## src/rtl/piso_pkg.sv

```systemverilog
// piso_pkg: shared definitions for the parallel-in, serial-out transmitter.
//   ST_IDLE / ST_SHIFT : state encoding for piso_shift_tx
//   clog2()            : ceil(log2(value)), never less than 1, used to size counters
package piso_pkg;

    localparam logic [0:0] ST_IDLE  = 1'b0;
    localparam logic [0:0] ST_SHIFT = 1'b1;

    // Minimum of 1 so a counter for a single-valued range still has a legal width.
    function automatic int unsigned clog2(input int unsigned value);
        int unsigned result;
        result = 0;
        for (int i = 0; i < 32; i++) begin
            if ((32'd1 << i) < value) begin
                result = unsigned'(i + 1);
            end
        end
        if (result == 0) begin
            result = 1;
        end
        return result;
    endfunction

endpackage

```

## src/rtl/piso_shift_tx_bit_timer.sv

```systemverilog
// bit_timer: counts clocks within one serial bit period.
//   clk   : system clock, rising edge
//   reset : asynchronous, active-high; clears the cycle counter
//   run   : count while high; counter is held at 0 while low
//   tick  : high in the final cycle of each bit period (only while run)
module bit_timer
    import piso_pkg::*;
#(
    parameter int unsigned BIT_CYCLES = 1
) (
    input  logic clk,
    input  logic reset,
    input  logic run,
    output logic tick
);

    localparam int unsigned TW = clog2(BIT_CYCLES);
    localparam logic [TW-1:0] LAST_CYC = TW'(BIT_CYCLES - 1);

    logic [TW-1:0] cyccnt_q, cyccnt_d;

    always_comb begin
        tick     = run && (cyccnt_q == LAST_CYC);
        cyccnt_d = cyccnt_q;
        // Idle or end of a bit period both restart the count, so a newly
        // loaded word always starts its first bit with a fresh period.
        if (!run || tick) begin
            cyccnt_d = '0;
        end else begin
            cyccnt_d = cyccnt_q + TW'(1);
        end
    end

    always_ff @(posedge clk or posedge reset) begin
        if (reset) begin
            cyccnt_q <= '0;
        end else begin
            cyccnt_q <= cyccnt_d;
        end
    end

endmodule

```

## src/rtl/piso_shift_tx.sv

```systemverilog
// piso_shift_tx: parallel-in, serial-out transmitter, LSB first.
//   clk        : system clock, rising edge
//   reset      : asynchronous, active-high; aborts any frame in flight
//   load_valid : producer offers load_data
//   load_data  : WIDTH-bit word, sampled only on load_valid && load_ready
//   load_ready : a word can be accepted this cycle (idle, or last cycle of a word)
//   sout       : serial data, each bit held BIT_CYCLES clocks
//   sout_valid : sout carries a frame bit
//   sout_last  : sout carries bit WIDTH-1 of the current word
//   busy       : a word is in flight
module piso_shift_tx
    import piso_pkg::*;
#(
    parameter int unsigned WIDTH      = 8,
    parameter int unsigned BIT_CYCLES = 1
) (
    input  logic             clk,
    input  logic             reset,
    input  logic             load_valid,
    input  logic [WIDTH-1:0] load_data,
    output logic             load_ready,
    output logic             sout,
    output logic             sout_valid,
    output logic             sout_last,
    output logic             busy
);

    localparam int unsigned CW = clog2(WIDTH);
    localparam logic [CW-1:0] LAST_BIT = CW'(WIDTH - 1);

    logic [0:0]       state_q, state_d;
    logic [WIDTH-1:0] shreg_q, shreg_d;
    logic [CW-1:0]    bitcnt_q, bitcnt_d;

    logic shifting;
    logic tick;
    logic last_bit;
    logic load_fire;

    assign shifting = (state_q == ST_SHIFT);
    assign last_bit = (bitcnt_q == LAST_BIT);

    bit_timer #(
        .BIT_CYCLES (BIT_CYCLES)
    ) u_bit_timer (
        .clk   (clk),
        .reset (reset),
        .run   (shifting),
        .tick  (tick)
    );

    // Outputs depend on registered state only (plus reset gating on ready).
    always_comb begin
        load_ready = !reset && (!shifting || (last_bit && tick));
        sout       = shifting && shreg_q[0];
        sout_valid = shifting;
        sout_last  = shifting && last_bit;
        busy       = shifting;
    end

    always_comb begin
        load_fire = load_valid && load_ready;
        state_d   = state_q;
        shreg_d   = shreg_q;
        bitcnt_d  = bitcnt_q;

        if (shifting && tick) begin
            shreg_d = shreg_q >> 1;
            if (last_bit) begin
                bitcnt_d = '0;
                state_d  = ST_IDLE;
            end else begin
                bitcnt_d = bitcnt_q + CW'(1);
            end
        end

        // A load at the end of a word overrides the return to idle: no gap.
        if (load_fire) begin
            shreg_d  = load_data;
            bitcnt_d = '0;
            state_d  = ST_SHIFT;
        end
    end

    always_ff @(posedge clk or posedge reset) begin
        if (reset) begin
            state_q  <= ST_IDLE;
            shreg_q  <= '0;
            bitcnt_q <= '0;
        end else begin
            state_q  <= state_d;
            shreg_q  <= shreg_d;
            bitcnt_q <= bitcnt_d;
        end
    end

endmodule
```

## config.mk

```make
export PLATFORM = sky130hd
export DESIGN_NAME = piso_shift_tx
export DESIGN_NICKNAME = d
export VERILOG_FILES = /design/src/rtl/piso_pkg.sv /design/src/rtl/piso_shift_tx_bit_timer.sv /design/src/rtl/piso_shift_tx.sv
export SDC_FILE = /design/constraint.sdc
export NUM_CORES = 1
export LEC_CHECK = 0
export CAP_MARGIN = 25
export CORE_MARGIN = 5
export CORE_UTILIZATION = 51
export DETAILED_ROUTE_END_ITERATION = 7
export HOLD_SLACK_MARGIN = 0.02
export MAX_ROUTING_LAYER = met4
export PLACE_DENSITY = 0.8
export SYNTH_ARGS = -nofsm -noshare
export SYNTH_HDL_FRONTEND = slang
export SYNTH_HIERARCHICAL = 1
export SYNTH_SLANG_ARGS = --single-unit
```

## constraint.sdc

```tcl
create_clock -name clk -period 2.89 [get_ports clk]
set_input_delay 0.289 -clock clk [delete_from_list [all_inputs] [get_ports clk]]
set_output_delay 0.289 -clock clk [all_outputs]
set_load 0.005 [all_outputs]
```

Word-level counts from Yosys, hierarchy flattened --
Cells that the tools add are included.
Storage, ports and cells: output and inout port bits 5, flip-flop bits (word level) 13, bits of input ports 11
Cells by class: add/subtract/negate cells 2, reduce and logical (&&, ||, !) cells 14, eq/ne operators 1, bitwise operators 1, multiplexer cells 9
Operators with widths (count):
- 2-to-1 mux 8 bit | 2
- 2-to-1 mux 3 bit | 3
- logical AND 1 bit | 7
- 2-to-1 mux 1 bit | 4
- nonzero test 2 bit | 2
- adder 3 x 1 -> 3 bit, second input constant | 1
- == test 3 bit, second input constant | 1
- zero test 1 bit | 2
- logical OR 1 bit | 2
- AND reduction 2 bit | 1
- adder 1 bit, second input constant | 1
- inverter 1 bit | 1

Longest topological paths before layout --
word-level depth 8, mapped depth 6, mapped depth without buffers 5

Modules after synthesis --
The synthesis kept the hierarchy.
By module, submodules not included:
- piso_shift_tx | sequential area each 300.3 µm², cells an instance 51, area each 681.9 µm², times used 1
- bit_timer | sequential area each 25.0 µm², cells an instance 4, area each 46.3 µm², times used 1

Worst setup path before layout --
No wires, ideal clock.
path type register -> register, start point register bitcnt_q[0], end point register shreg_q[0], cell stages (with the launch flop) 7, path slack 1.304 ns, clock period less this slack 1.586 ns, data arrival time 1.461 ns, required time 2.765 ns, path through dfrtp_1 -> ha_1 -> ha_1 -> a21boi_2 -> nor3b_4 -> buf_6 -> mux2_4
On the way: word-level cells in the longest chain between the ends 6, elaborated cells between the ends (all ways) 7
RTL lines:
- from (decl) | RTL line piso_shift_tx.sv:33 | logic [CW-1:0] bitcnt_q, bitcnt_d;
- from (signal assigned) | RTL line piso_shift_tx.sv:93 | bitcnt_q <= bitcnt_d;
- == test 3 bit * | RTL line piso_shift_tx.sv:41 | assign last_bit = (bitcnt_q == LAST_BIT);
- logical AND 1 bit * | RTL line piso_shift_tx.sv:54 | load_ready = !reset && (!shifting || (last_bit && tick));
- logical OR 1 bit * | RTL line piso_shift_tx.sv:54
- logical AND 1 bit * | RTL line piso_shift_tx.sv:54
- logical AND 1 bit * | RTL line piso_shift_tx.sv:62 | load_fire = load_valid && load_ready;
- 2-to-1 mux 8 bit or nonzero test 2 bit (tied branches)
- to (signal assigned) | RTL line piso_shift_tx.sv:92 | shreg_q <= shreg_d;
- to (decl) | RTL line piso_shift_tx.sv:32 | logic [WIDTH-1:0] shreg_q, shreg_d;
Every way passes the cells marked *; elsewhere a longest branch is shown, timed or not. A chain may end at the register's enable or synchronous reset.

Final worst setup path --
start point register bitcnt_q[0], end point output load_ready
On the way: word-level cells in the longest chain between the ends 4
RTL lines:
- == test 3 bit | RTL line piso_shift_tx.sv:41
- logical AND 1 bit | RTL line piso_shift_tx.sv:54
- logical OR 1 bit | RTL line piso_shift_tx.sv:54
- logical AND 1 bit | RTL line piso_shift_tx.sv:54
- to (decl) | RTL line piso_shift_tx.sv:21 | output logic load_ready,
Every way passes these cells.

==> impl_summary.log <==
INFO  metric status = finished, final reports clean
INFO  metric cts.htree.levels = 1
INFO  metric drt_drc_violations_left = 0
INFO  metric drt_pass1_iterations = 3
INFO  metric internal_power = 0.000550 W
INFO  metric routed_wirelength = 1.16 mm
INFO  metric finish.cell_count_without_fillers = 86
INFO  metric path_clk_slew = 0.07 ns
INFO  metric crit_buf_inv = 1
INFO  metric floorplan.die.height = 47.8 um
INFO  metric path_max_fanout = 3
INFO  metric dominant_combinational_cell_family_by_area_after_synthesis = multiplexers
INFO  metric design.portCount = 16
INFO  metric routedWlPerCell = 13.5 um
INFO  metric grt_setup_unrepaired = no
INFO  metric worst_path_dominant_cell_family = buffers and inverters
INFO  metric post-cts-setup-buffer-count = 0
INFO  metric setup_viol = 0
INFO  metric startpoint_type = flop
INFO  metric worstMarginPinSlew = 0.666 ns
INFO  metric synthesized_area_fraction_occupied_by_xor_and_xnor_cells = 0%
INFO  metric tritoncts = done
INFO  metric min_period_over_period = 73.5%
INFO  metric r2r_setup_slack = 0.96 ns
INFO  metric cpMaxStageDelayCell = clkdlybuf4s50_1
INFO  metric numCtsBuffers = 3
INFO  metric final_antenna_net_count = 0
INFO  metric switching_share = 28.2%
INFO  metric tot_pwr = 0.000766 W
INFO  metric post-place-cells = 82
INFO  metric met2WireLength = 589 um
INFO  metric placeableCoreArea = 1330 um^2
INFO  metric setup_slack = 0.765 ns
INFO  metric postSynthRegisterBits = 13
INFO  metric crit_end_element = output pin
INFO  metric dr.first_iter.drc_count = 6
INFO  metric hold_violation_count_in_the_final_report = 0
INFO  metric detail_route.wirelength.met1 = 494 um
INFO  metric flow.area_growth_from_synthesis = 22.7%
INFO  metric max_clock_freq = 471 MHz
INFO  metric timing.rr.end = shreg_q[6]
INFO  metric overall_track_demand_over_capacity_in_global_routing = 12.4%
INFO  metric number_of_cells_traversed_by_the_worst_register_to_register_path = 5
INFO  metric synth_cell_types = 19
INFO  metric cell_area_power_density = 858 nW/um^2
INFO  metric cp_common_cell = ha_1
INFO  metric share_of_power_burned_in_combinational_logic = 46.6%
INFO  metric worst-endpoint-arrival = 1.84 ns
INFO  metric setup_tns = 0 ns
INFO  metric number_of_nets_in_the_synthesized_netlist = 68
INFO  metric num_rows = 13
INFO  metric insertion_delay = 0.27 ns
INFO  metric maximum_number_of_pins_on_one_net_before_global_route_repair = 13
INFO  metric place_hpwl = 840 um
INFO  metric post_synth_fa_ha_maj_area_fraction = 3.44%
INFO  metric synthesis.area_per_instance = 13.2 um^2
INFO  metric diode_insertion_count_for_antenna_repair = 0
INFO  metric synth_area = 728 um^2
INFO  metric die_width = 47.8 um
INFO  metric power.sequential.fraction = 39.1%
INFO  metric finalWeightedCongestion = 0.740
INFO  metric max-vdd-ir-drop = 0.395 mV
INFO  metric seq_area_frac_synth = 44.7%
INFO  metric first_global_vias = 472
INFO  metric cellLeakagePower = 0.433 nW
INFO  metric synthesis.instances = 55
INFO  metric crit_chain = ha_1 > ha_1 > a21boi_2 > nor2_1 > clkdlybuf4s50_1
INFO  metric slew_violations = 0
INFO  metric cts_max_path_buffers = 2
INFO  metric wl_met3 = 69 um
INFO  metric routed_via_density = 5.24
INFO  metric timing.slew.headroom = 55.6%
INFO  metric hp-class = in2async
INFO  metric finalClockSkew = 0.00368 ns
INFO  metric overflow = 0
INFO  metric timing.critical_path.slowest_cell_delay = 0.45 ns
INFO  metric net-switching-power = 0.000216 W
INFO  metric timing.critical_path.required = 2.60 ns
INFO  metric postCtsResizedCells = 0
INFO  metric synthSimpleGateAreaFrac = 12.7%
INFO  metric cts-root-buf = clkbuf_4
INFO  metric synth-compound-area-share = 2.92%
INFO  metric initial_utilization = 54.6%
INFO  metric cts_hold_repair.buffers = 0
INFO  metric mux_cell_area_share_after_synthesis = 30.1%
INFO  metric p_clk_share = 14.3%
INFO  metric fp.dieArea = 2280 um^2
INFO  metric first_pass_grt_wire_length = 1.88 mm
INFO  metric sinks_on_the_clock_net = 13
INFO  metric place_worst_setup_slack = 0.927 ns
INFO  metric top_signal_layer_used = met4
INFO  metric period_minus_slack = 2.12 ns
INFO  metric crit_type = reg2out
INFO  metric regToRegStartpoint = bitcnt_q[0]
INFO  metric final_net_count = 85
INFO  metric port_buffers = 15
INFO  metric grt_antenna_before_repair = 0
INFO  metric ratio_of_cells_with_drive_above_1_in_the_final_layout = 33.8%
INFO  metric vias = 451
INFO  metric drv.max_cap_violation_count = 0
INFO  metric synth.yosys.warnings = 6
## sequential cells by signal, summed over array words and instances, names as in the netlist
| name | cells |
|---|---|
| bitcnt_q | 3 |
| busy | 1 |
| shreg_q | 8 |
| u_bit_timer/cyccnt_q | 1 |
## logic make-up (layout without fill, tap and decap cells)
family | after synthesis | after routing
muxes | 16 | 16
AOI/OAI and AO/OA | 3 | 3
adders and majority gates | 2 | 2
DFF | 13 | 13
buffers and inverters | 6 | 22
other | 1 | 1
and+or+nand+nor | 14 | 14
## through the flow
step           instance area [um^2]  utilization (%)  hold slack [ns]
6_report                        893             67.0            0.280
2_1_floorplan                   728                -           0.0177
5_1_grt                         893             67.0            0.294
4_1_cts                         893             67.0            0.273
3_3_place_gp                    867             65.0            0.516
3_5_place_dp                    867             65.0            0.522
## how the worst max path moves through the flow
| stage | start | end | slack [ns] | cells past startpoint |
|---|---|---|---|---|
| after floorplan | bitcnt_q[0] | shreg_q[0] | 1.30 | 6 |
| after global placement | reset | shreg_q[6] | 0.98 | 3 |
| after detailed placement | reset | shreg_q[6] | 0.93 | 3 |
| after CTS | bitcnt_q[0] | load_ready | 0.73 | 5 |
| after global routing | bitcnt_q[0] | load_ready | 0.66 | 5 |
| final | bitcnt_q[0] | load_ready | 0.77 | 5 |
## layout by cell type (no fill, tap or decap)
cell             synthesis  final
a21boi_2                 1      1
a21oi_1                  2      2
and2_2                   2      2
clkbuf_1                 0      1
clkbuf_4                 0      3
clkdlybuf4s50_1          0     15
conb_1                   1      1
dfrtp_1                 13     13
ha_1                     2      2
inv_1                    3      3
mux2_2                   3      3
mux2_4                  11     11
mux2i_1                  2      2
nand2_1                  3      3
nand2_2                  1      1
nand3_1                  2      2
nor2_1                   3      3
nor2b_4                  1      1
nor3b_4                  1      1
or2_2                    1      1
## power by group through the flow
stage	Combinational, W	Sequential (W)	Clock [W]
after floorplan	0.000291	0.000293	0
after global placement	0.000352	0.000302	0
after detailed placement	0.000358	0.000305	0
after CTS	0.000363	0.000301	0.000114
after global routing	0.000383	0.000310	0.000124
final	0.000357	0.000299	0.000110
## per-layer routing
| layer | up-vias | global-route usage (%) |
|---|---|---|
| li1 | 213 | - |
| met1 | 226 | 13.1 |
| met2 | 10 | 20.8 |
| met3 | 2 | 3.38 |
| met4 | 0 | 6.45 |
| met5 | - | - |
## final cells by class
class                   count  area [um^2]
flip-flops and latches     13          325
inverters                   3         11.3
fillers                   106          440
clock buffers               4         26.3
well taps                  15         18.8
repair buffers             15          150
multi-input cells          36          362
## cell usage after synthesis (all sizes together)
cell type,count,share of area (%)
mux2i,2,2.7
and2,2,2.1
a21oi,2,1.4
buf,3,4.1
ha,2,3.4
nor3b,1,2.6
or2,1,0.86
nand3,2,1.4
inv,3,1.5
nor2,3,1.5
mux2,14,27
nand2,4,2.4
dfrtp,13,45
a21boi,1,1.5
conb,1,0.51
nor2b,1,1.9
No activity file was read; power rests on OpenSTA's default activity.
